[src/rtl/four_chan_mux_pkg.sv]
// rtl/four_chan_mux_pkg.sv - shared channel count, index type and output-register states
package four_chan_mux_pkg;
   localparam int NUM_CH = 4;

   typedef logic [1:0] chan_idx_t;

   typedef enum logic {
      EMPTY = 1'b0,
      FULL  = 1'b1
   } state_t;
endpackage

[src/rtl/rr_arbiter4.sv]
// rtl/rr_arbiter4.sv - four-way round-robin grant, scanning upward from ptr
module rr_arbiter4
   import four_chan_mux_pkg::*;
(
   input  logic [3:0] req,
   input  chan_idx_t  ptr,
   input  logic       en,
   output logic [3:0] grant,
   output chan_idx_t  idx
);

   logic      found;
   chan_idx_t cand;

   // First requester at or after ptr wins; the 2-bit add wraps 3 back to 0.
   always_comb begin
      grant = 4'b0000;
      idx   = ptr;
      found = 1'b0;
      cand  = ptr;
      for (int i = 0; i < NUM_CH; i++) begin
         cand = ptr + chan_idx_t'(i);
         if (!found && req[cand]) begin
            found = 1'b1;
            idx   = cand;
         end
      end
      if (found && en) begin
         grant[idx] = 1'b1;
      end
   end

endmodule

[src/rtl/four_chan_mux.sv]
// rtl/four_chan_mux.sv - four-channel round-robin mux into a single registered output
module four_chan_mux
   import four_chan_mux_pkg::*;
#(
   parameter int DATA_W = 8
) (
   input  logic                  clk,
   input  logic                  rst,
   input  logic [3:0]            in_valid,
   input  logic [4*DATA_W-1:0]   in_data,
   output logic [3:0]            in_ready,
   output logic                  out_valid,
   input  logic                  out_ready,
   output logic [DATA_W-1:0]     out_data,
   output logic                  out_sel0,
   output logic                  out_sel1
);

   state_t    state;
   state_t    state_nxt;
   chan_idx_t ptr;
   chan_idx_t sel;
   chan_idx_t gnt_idx;
   logic [3:0] grant;
   logic       load_en;
   logic       take;

   // The register may accept a new word when it is empty or being drained this edge.
   assign load_en = (state == EMPTY) | out_ready;

   // Gating with rst keeps every in_ready low for the whole reset interval.
   rr_arbiter4 u_arb (
      .req   (in_valid),
      .ptr   (ptr),
      .en    (load_en & ~rst),
      .grant (grant),
      .idx   (gnt_idx)
   );

   assign take      = |grant;
   assign in_ready  = grant;
   assign out_valid = (state == FULL);
   assign out_sel0  = sel[1];
   assign out_sel1  = sel[0];

   // State register for the output word.
   always_ff @(posedge clk or posedge rst) begin
      if (rst) begin
         state <= EMPTY;
      end else begin
         state <= state_nxt;
      end
   end

   // A grant fills the register; a load opportunity with nothing granted leaves it empty.
   always_comb begin
      state_nxt = state;
      if (take) begin
         state_nxt = FULL;
      end else if (load_en) begin
         state_nxt = EMPTY;
      end
   end

   // Capture granted word and its source, and move the pointer past the winner.
   always_ff @(posedge clk or posedge rst) begin
      if (rst) begin
         out_data <= '0;
         sel      <= '0;
         ptr      <= '0;
      end else if (take) begin
         out_data <= in_data[32'(gnt_idx) * DATA_W +: DATA_W];
         sel      <= gnt_idx;
         ptr      <= gnt_idx + 2'd1;
      end
   end

endmodule

[config.mk]
export PLATFORM = sky130hd
export DESIGN_NAME = four_chan_mux
export DESIGN_NICKNAME = d
export VERILOG_FILES = /design/src/rtl/four_chan_mux_pkg.sv /design/src/rtl/rr_arbiter4.sv /design/src/rtl/four_chan_mux.sv
export SDC_FILE = /design/constraint.sdc
export NUM_CORES = 1
export LEC_CHECK = 0
export ABC_AREA = 1
export CELL_PAD_IN_SITES_DETAIL_PLACEMENT = 0
export CELL_PAD_IN_SITES_GLOBAL_PLACEMENT = 1
export CORE_MARGIN = 3
export CORE_UTILIZATION = 26
export CTS_CLUSTER_DIAMETER = 150
export DETAILED_ROUTE_END_ITERATION = 7
export PLACE_DENSITY_LB_ADDON = 0.25
export SLEW_MARGIN = 25
export SYNTH_ARGS = -nofsm -noshare
export SYNTH_HDL_FRONTEND = slang
export SYNTH_SLANG_ARGS = --single-unit
[constraint.sdc]
create_clock -name clk -period 2.04 [get_ports clk]
set_input_delay 0.408 -clock clk [delete_from_list [all_inputs] [get_ports clk]]
set_output_delay 0.408 -clock clk [all_outputs]
set_load 0.05 [all_outputs]
==> results of run 1 <==
-- timing repair --
item / 4_1_cts / 5_1_grt
buffers inserted: 11 / 2
pin swaps: 18 / 17
endpoints found under the setup margin: 12 / 15
gates resized for setup: 44 / 17
cloned: 1 / 1
-- routing by layer --
layer	up-vias	GRT usage	wire (um)
met3	4	0.01508	162
met2	38	0.2582	2287
met1	783	0.2312	2302
met5	-	0	0
li1	891	-	-
met4	0	0.04270	48
-- sequential cells by signal, summed over array words and instances (netlist names) --
signal / count
out_valid: 1
ptr: 2
sel: 2
out_data: 8
-- Yosys cell counts --
library cell / n / area share
nand4_4: 3 / 0.048
nor2_1: 8 / 0.023
nand2_2: 7 / 0.033
nor2_8: 1 / 0.015
nand2_1: 113 / 0.32
dfrtp_1: 13 / 0.24
buf_2: 3 / 0.011
nand2_4: 4 / 0.034
o21ai_0: 2 / 0.0075
inv_2: 3 / 0.0085
inv_1: 11 / 0.031
buf_4: 4 / 0.023
buf_6: 2 / 0.017
o211ai_1: 1 / 0.0056
nand3_1: 48 / 0.18
-- layout by cell type, fill, tap and decap left out, drive strengths merged --
cell type,Yosys,routed
nor2,9,9
clkdlybuf4s50,0,45
clkinvlp,0,2
clkbuf,0,4
nand3,48,48
buf,9,43
dfrtp,13,13
o21ai,2,2
dlygate4sd2,0,4
inv,14,12
o211ai,1,1
nand2,124,124
nand4,3,4
-- per-stage QoR --
stage	std cells	util	setup TNS, ns	instance area, um^2
floorplan	223	-	-0.4052	1395
detailed placement	360	0.4501	-4.775	2182
global route	378	0.5303	-2.221	2571
CTS	376	0.5105	-1.596	2475
global placement	360	0.4501	-4.603	2182
finish	378	0.5303	-1.549	2571
-- worst paths after layout --
check,endpoint,cells past startpoint
setup / recovery,in_ready[2],14
hold / removal,out_data[2]$_DFFE_PP0P_,2
setup reg to reg,out_data[1]$_DFFE_PP0P_,15
hold reg to reg,out_data[2]$_DFFE_PP0P_,2
max in group asynchronous,ptr[1]$_DFFE_PP0P_,2
min in group asynchronous,sel[1]$_DFFE_PP0P_,2
-- critical path, stage by stage, from the launching register on --
cell	delay [ns]
dfrtp_2	0.44
inv_4	0.10
buf_12	0.12
nand2_2	0.06
nand3_2	0.08
nand2_4	0.07
nor2_8	0.14
nand2_2	0.06
nor2_2	0.11
nor2_2	0.05
nand2_2	0.12
nor2_4	0.07
nand2_2	0.10
clkinvlp_4	0.10
buf_12	0.15
-- cells by family after synthesis --
group,synth area share
flip-flops,0.2446
buffers and inverters,0.09031
AND/OR/NAND/NOR,0.6519
AO/OA/AOI/OAI,0.01317
-- layout make-up --
cell class | instances | area [um^2] | area share
timing repair buffer | 92 | 905.9 | 0.3523
tap | 67 | 83.83 | 0.03260
sequential | 13 | 327.8 | 0.1275
multi-input combinational | 188 | 1144 | 0.4448
clock buffer | 4 | 45.04 | 0.01752
inverter | 14 | 65.06 | 0.02530
==> results.py, run 1 <==
metrics = {
    "floorplanning": {
        "dieArea_um2": 6009,
        "start_util": 0.2743,
        "num_io_pins": 54,
        "fp.dieW_um": 77.52,
        "die_y_um": 77.52,
        "rows": 25,
        "core_area_um2": 4848,
    },
    "final_layout": {
        "n_antenna_cell": 0,
        "area_growth_pct": 93.32,
        "drive_above_1_share": 0.3633,
        "finalNetCount": 351,
        "fillers": 464,
    },
    "clocking": {
        "ctsHtreeMaxLevel": 1,
        "path_clk_slew_ns": 0.05,
        "cts.sinks": 13,
        "hold_buffers": 0,
        "clock_path_buffers": 2,
        "numCtsBuffers": 3,
        "cts_tree": "yes",
        "clk_latency_ns": 0.25,
        "root_buffer": "clkbuf_8",
    },
    "sta": {
        "holdWs_ns": 0.4775,
        "final.setup_skew_ns": 0.002668,
        "setup_viol": 4,
        "rsz0062_at_grt": "true",
        "worst_slew_pin_slew_ns": 0.5191,
        "hold_viol_final": 0,
        "fmaxAchievable_mhz": 411.2,
        "drv_slew": 0,
        "period_needed_ns": 2.432,
        "finalCritPeriodShare": 1.192,
        "fin_ws_ns": -0.3921,
        "relSlewSlack": 0.6535,
    },
    "global_route": {
        "antenna_found_initial": 0,
        "grt_util_all_layers": 0.1613,
        "grt_overflow_total": 0,
        "grt_pass1_vias": 1669,
        "grt_max_degree": 17,
        "grt_first_pass_wirelength_mm": 7.893,
    },
    "setup_path": {
        "cp-end-kind": "primary output",
        "rrSetupSlack_ns": 0.10,
        "path_max_fanout": 4,
        "worstReg2RegStart": "ptr[0]$_DFFE_PP0P_",
        "worstSetupPathType": "reg -> out",
        "arrival_ns": 2.02,
        "crit_path_start": "ptr[0]$_DFFE_PP0P_",
        "cp-start-kind": "flip-flop",
        "required_ns": 1.63,
    },
    "run_status": {
        "violations": "negative setup slack",
        "status": "complete, but fails checks",
    },
    "synth": {
        "ys_ff_latch": 13,
        "synth_nets": 262,
        "syn_area_um2": 1330,
        "syn_inst": 223,
        "synth_warnings": 0,
        "synthDistinctLibCells": 15,
        "syn_area_per_cell_um2": 5.964,
        "yosysSeqAreaShare": 0.2446,
    },
    "drt": {
        "first_iter_violations": 107,
        "wl_per_cell_um": 12.70,
        "vias": 1716,
        "postRouteAntennaNets": 0,
        "drc": 0,
        "wl_mm": 4.801,
        "vias_per_cell": 4.540,
        "first_pass_iters": 5,
    },
    "placement": {
        "portBuffers": 53,
        "dp_hpwl_mm": 3.347,
        "dp_worst_setup_slack_ns": -0.5656,
        "gp_congestion": 0.7657,
    },
    "worst_hold_path": {
        "min-delay-path-class": "reg -> reg",
        "min_from": "out_data[2]$_DFFE_PP0P_",
    },
    "job": {
        "cap_violations": 0,
    },
}
Power of run 1 is left out: the tool's default activity adds up to more than one toggle a clock period on the data nets, which glitch-free logic cannot reach.
==> run 2: changes to the inputs <==
- CORE_UTILIZATION: 26 -> 31
- clock period: 2.04 -> 3.2 ns (I/O delays scaled with it)
==> results.py, run 2 (synthesis results as in run 1) <==
metrics = {
    "setup_path": {
        "cp-start-kind": "input pin",
        "path_max_fanout": 13,
        "worst-r2r-cell-count": 14,
        "cp-end-kind": "primary output",
        "required_ns": 2.56,
        "worstSetupPathType": "in -> out",
        "arrival_ns": 2.43,
    },
    "drt": {
        "first_iter_violations": 74,
        "wl_mm": 3.878,
        "vias": 1572,
        "drc": 0,
        "postRouteAntennaNets": 0,
        "vias_per_cell": 4.793,
        "wl_per_cell_um": 11.82,
        "first_pass_iters": 4,
    },
    "floorplanning": {
        "die_y_um": 71.50,
        "core_area_um2": 4058,
        "rows": 23,
        "num_io_pins": 54,
        "dieArea_um2": 5112,
        "start_util": 0.3278,
        "fp.dieW_um": 71.50,
    },
    "sta": {
        "holdWs_ns": 0.4728,
        "drv_slew": 0,
        "hold_viol_final": 0,
        "setup_viol": 0,
        "finalCritPeriodShare": 0.9593,
        "fmaxAchievable_mhz": 325.8,
        "worst_slew_pin_slew_ns": 0.5205,
        "finalSetupTns_ns": 0,
        "final.setup_skew_ns": 0.0003144,
        "period_needed_ns": 3.070,
        "rsz0062_at_grt": "true",
        "relSlewSlack": 0.6519,
    },
    "power_and_ir_drop": {
        "p_leak_nw": 1.053,
        "peakVddDrop_uv": 438.1,
        "p_per_area_nw_per_um2": 1279,
        "finalPower_mw": 2.575,
    },
    "global_route": {
        "grt_first_pass_wirelength_mm": 6.686,
        "grt_util_all_layers": 0.1581,
        "grt_overflow_total": 0,
        "grt_pass1_vias": 1448,
        "grt_max_degree": 17,
        "antenna_found_initial": 0,
    },
    "final_layout": {
        "fillers": 436,
        "reg_top3": "out_data: 8 flops, ptr: 2 flops, sel: 2 flops",
        "largest_reg_flops": 8,
        "area_growth_pct": 51.36,
        "n_antenna_cell": 0,
        "drive_above_1_share": 0.1331,
        "max_flop_register": "out_data",
        "final_common_cell": "nand2_1",
        "final_cell_mix": "nand2_1, nand3_1, clkdlybuf4s50_1, dfrtp_1, inv_1",
        "utilization": 0.4961,
        "finalNetCount": 318,
    },
    "clocking": {
        "ctsHtreeMaxLevel": 1,
        "numCtsBuffers": 3,
        "root_buffer": "clkbuf_8",
        "cts_tree": "yes",
        "clk_latency_ns": 0.24,
        "hold_buffers": 0,
        "cts.sinks": 13,
        "path_clk_slew_ns": 0.06,
        "clock_path_buffers": 2,
    },
    "worst_hold_path": {
        "min-delay-path-class": "reg -> reg",
        "hold_depth": 2,
    },
    "placement": {
        "gp_congestion": 0.8659,
        "portBuffers": 53,
        "dp_hpwl_mm": 3.092,
    },
    "job": {
        "cap_violations": 0,
    },
    "run_status": {
        "status": "complete, no violations",
    },
}
[run 2: cell count changes in the layout (fill, tap and decap cells not counted), sizes merged]
| cell | before | now |
|---|---|---|
| dlygate4sd2 | 4 | 0 |
| dlymetal6s2s | 0 | 1 |
| buf | 43 | 11 |
| clkinvlp | 2 | 0 |
| nand4 | 4 | 3 |
| clkdlybuf4s50 | 45 | 48 |
| inv | 12 | 14 |
[run 2: per-stage QoR]
step,cells,area [um^2],setup WS (ns)
after floorplan,223,1330,0.3450
after global placement,324,1948,0.03582
after detailed placement,324,1948,0.03227
after CTS,328,1993,0.02926
after global routing,328,2013,-0.01008
final,328,2013,0.1303
[run 2: final cells by class]
cell class              count  area, um^2  area share
flip-flops and latches     13       325.3      0.1616
clock buffers               4       45.04     0.02237
well taps                  50       62.56     0.03108
multi-input cells         187       894.6      0.4444
inverters                  14       52.55     0.02610
repair buffers             60       633.1      0.3145
[run 2: timing repair]
| action | CTS | global route |
|---|---|---|
| endpoints found under the setup margin | 0 | 4 |
| resized for setup | 0 | 8 |
| buffers inserted | 0 | 0 |
[run 2: path summary, 6_finish.rpt]
path	slack [ns]	end	start
worst min register to register	0.47	out_data[1]$_DFFE_PP0P_	out_data[1]$_DFFE_PP0P_
worst max register to register	1.04	ptr[0]$_DFFE_PP0P_	ptr[1]$_DFFE_PP0P_
max in group asynchronous	2.10	out_data[4]$_DFFE_PP0P_	rst
worst max-delay path	0.13	in_ready[1]	in_valid[1]
min in group asynchronous	0.77	out_valid$_DFFE_PP0P_	rst
worst min-delay path	0.47	out_data[1]$_DFFE_PP0P_	out_data[1]$_DFFE_PP0P_
[run 2: report_power, final]
part | internal [mW] | total [mW] | switching (mW)
sequential | 0.247 | 0.302 | 0.0554
combinational | 0.739 | 2.12 | 1.38
clock | 0.0880 | 0.149 | 0.0613
total | 1.07 | 2.58 | 1.50
[run 2: per-layer routing]
layer  track usage  vias to the layer above  part of all wire
li1              -                      815                 -
met1        0.2073                      707              0.44
met2        0.2755                       46              0.49
met3       0.01964                        4             0.055
met4       0.03758                        0             0.010
met5             0                        -                 0
[run 2: worst max-delay path: stages]
cell,delay (ns)
clkdlybuf4s50_1,0.51
inv_1,0.07
nand2_1,0.08
nand3_1,0.09
nand2_2,0.12
nor2_8,0.06
nand2_1,0.05
nor2_1,0.05
nor2_1,0.12
nand2_2,0.09
buf_8,0.16
inv_2,0.05
nand3_1,0.10
inv_2,0.09
buf_12,0.13
(Power assumes the default switching activity.)
==> run 3: changes to the inputs <==
- SLEW_MARGIN: 25 -> 20
==> results of run 3 <==
The final DEF is identical to that of run 2; final timing and power are the same.
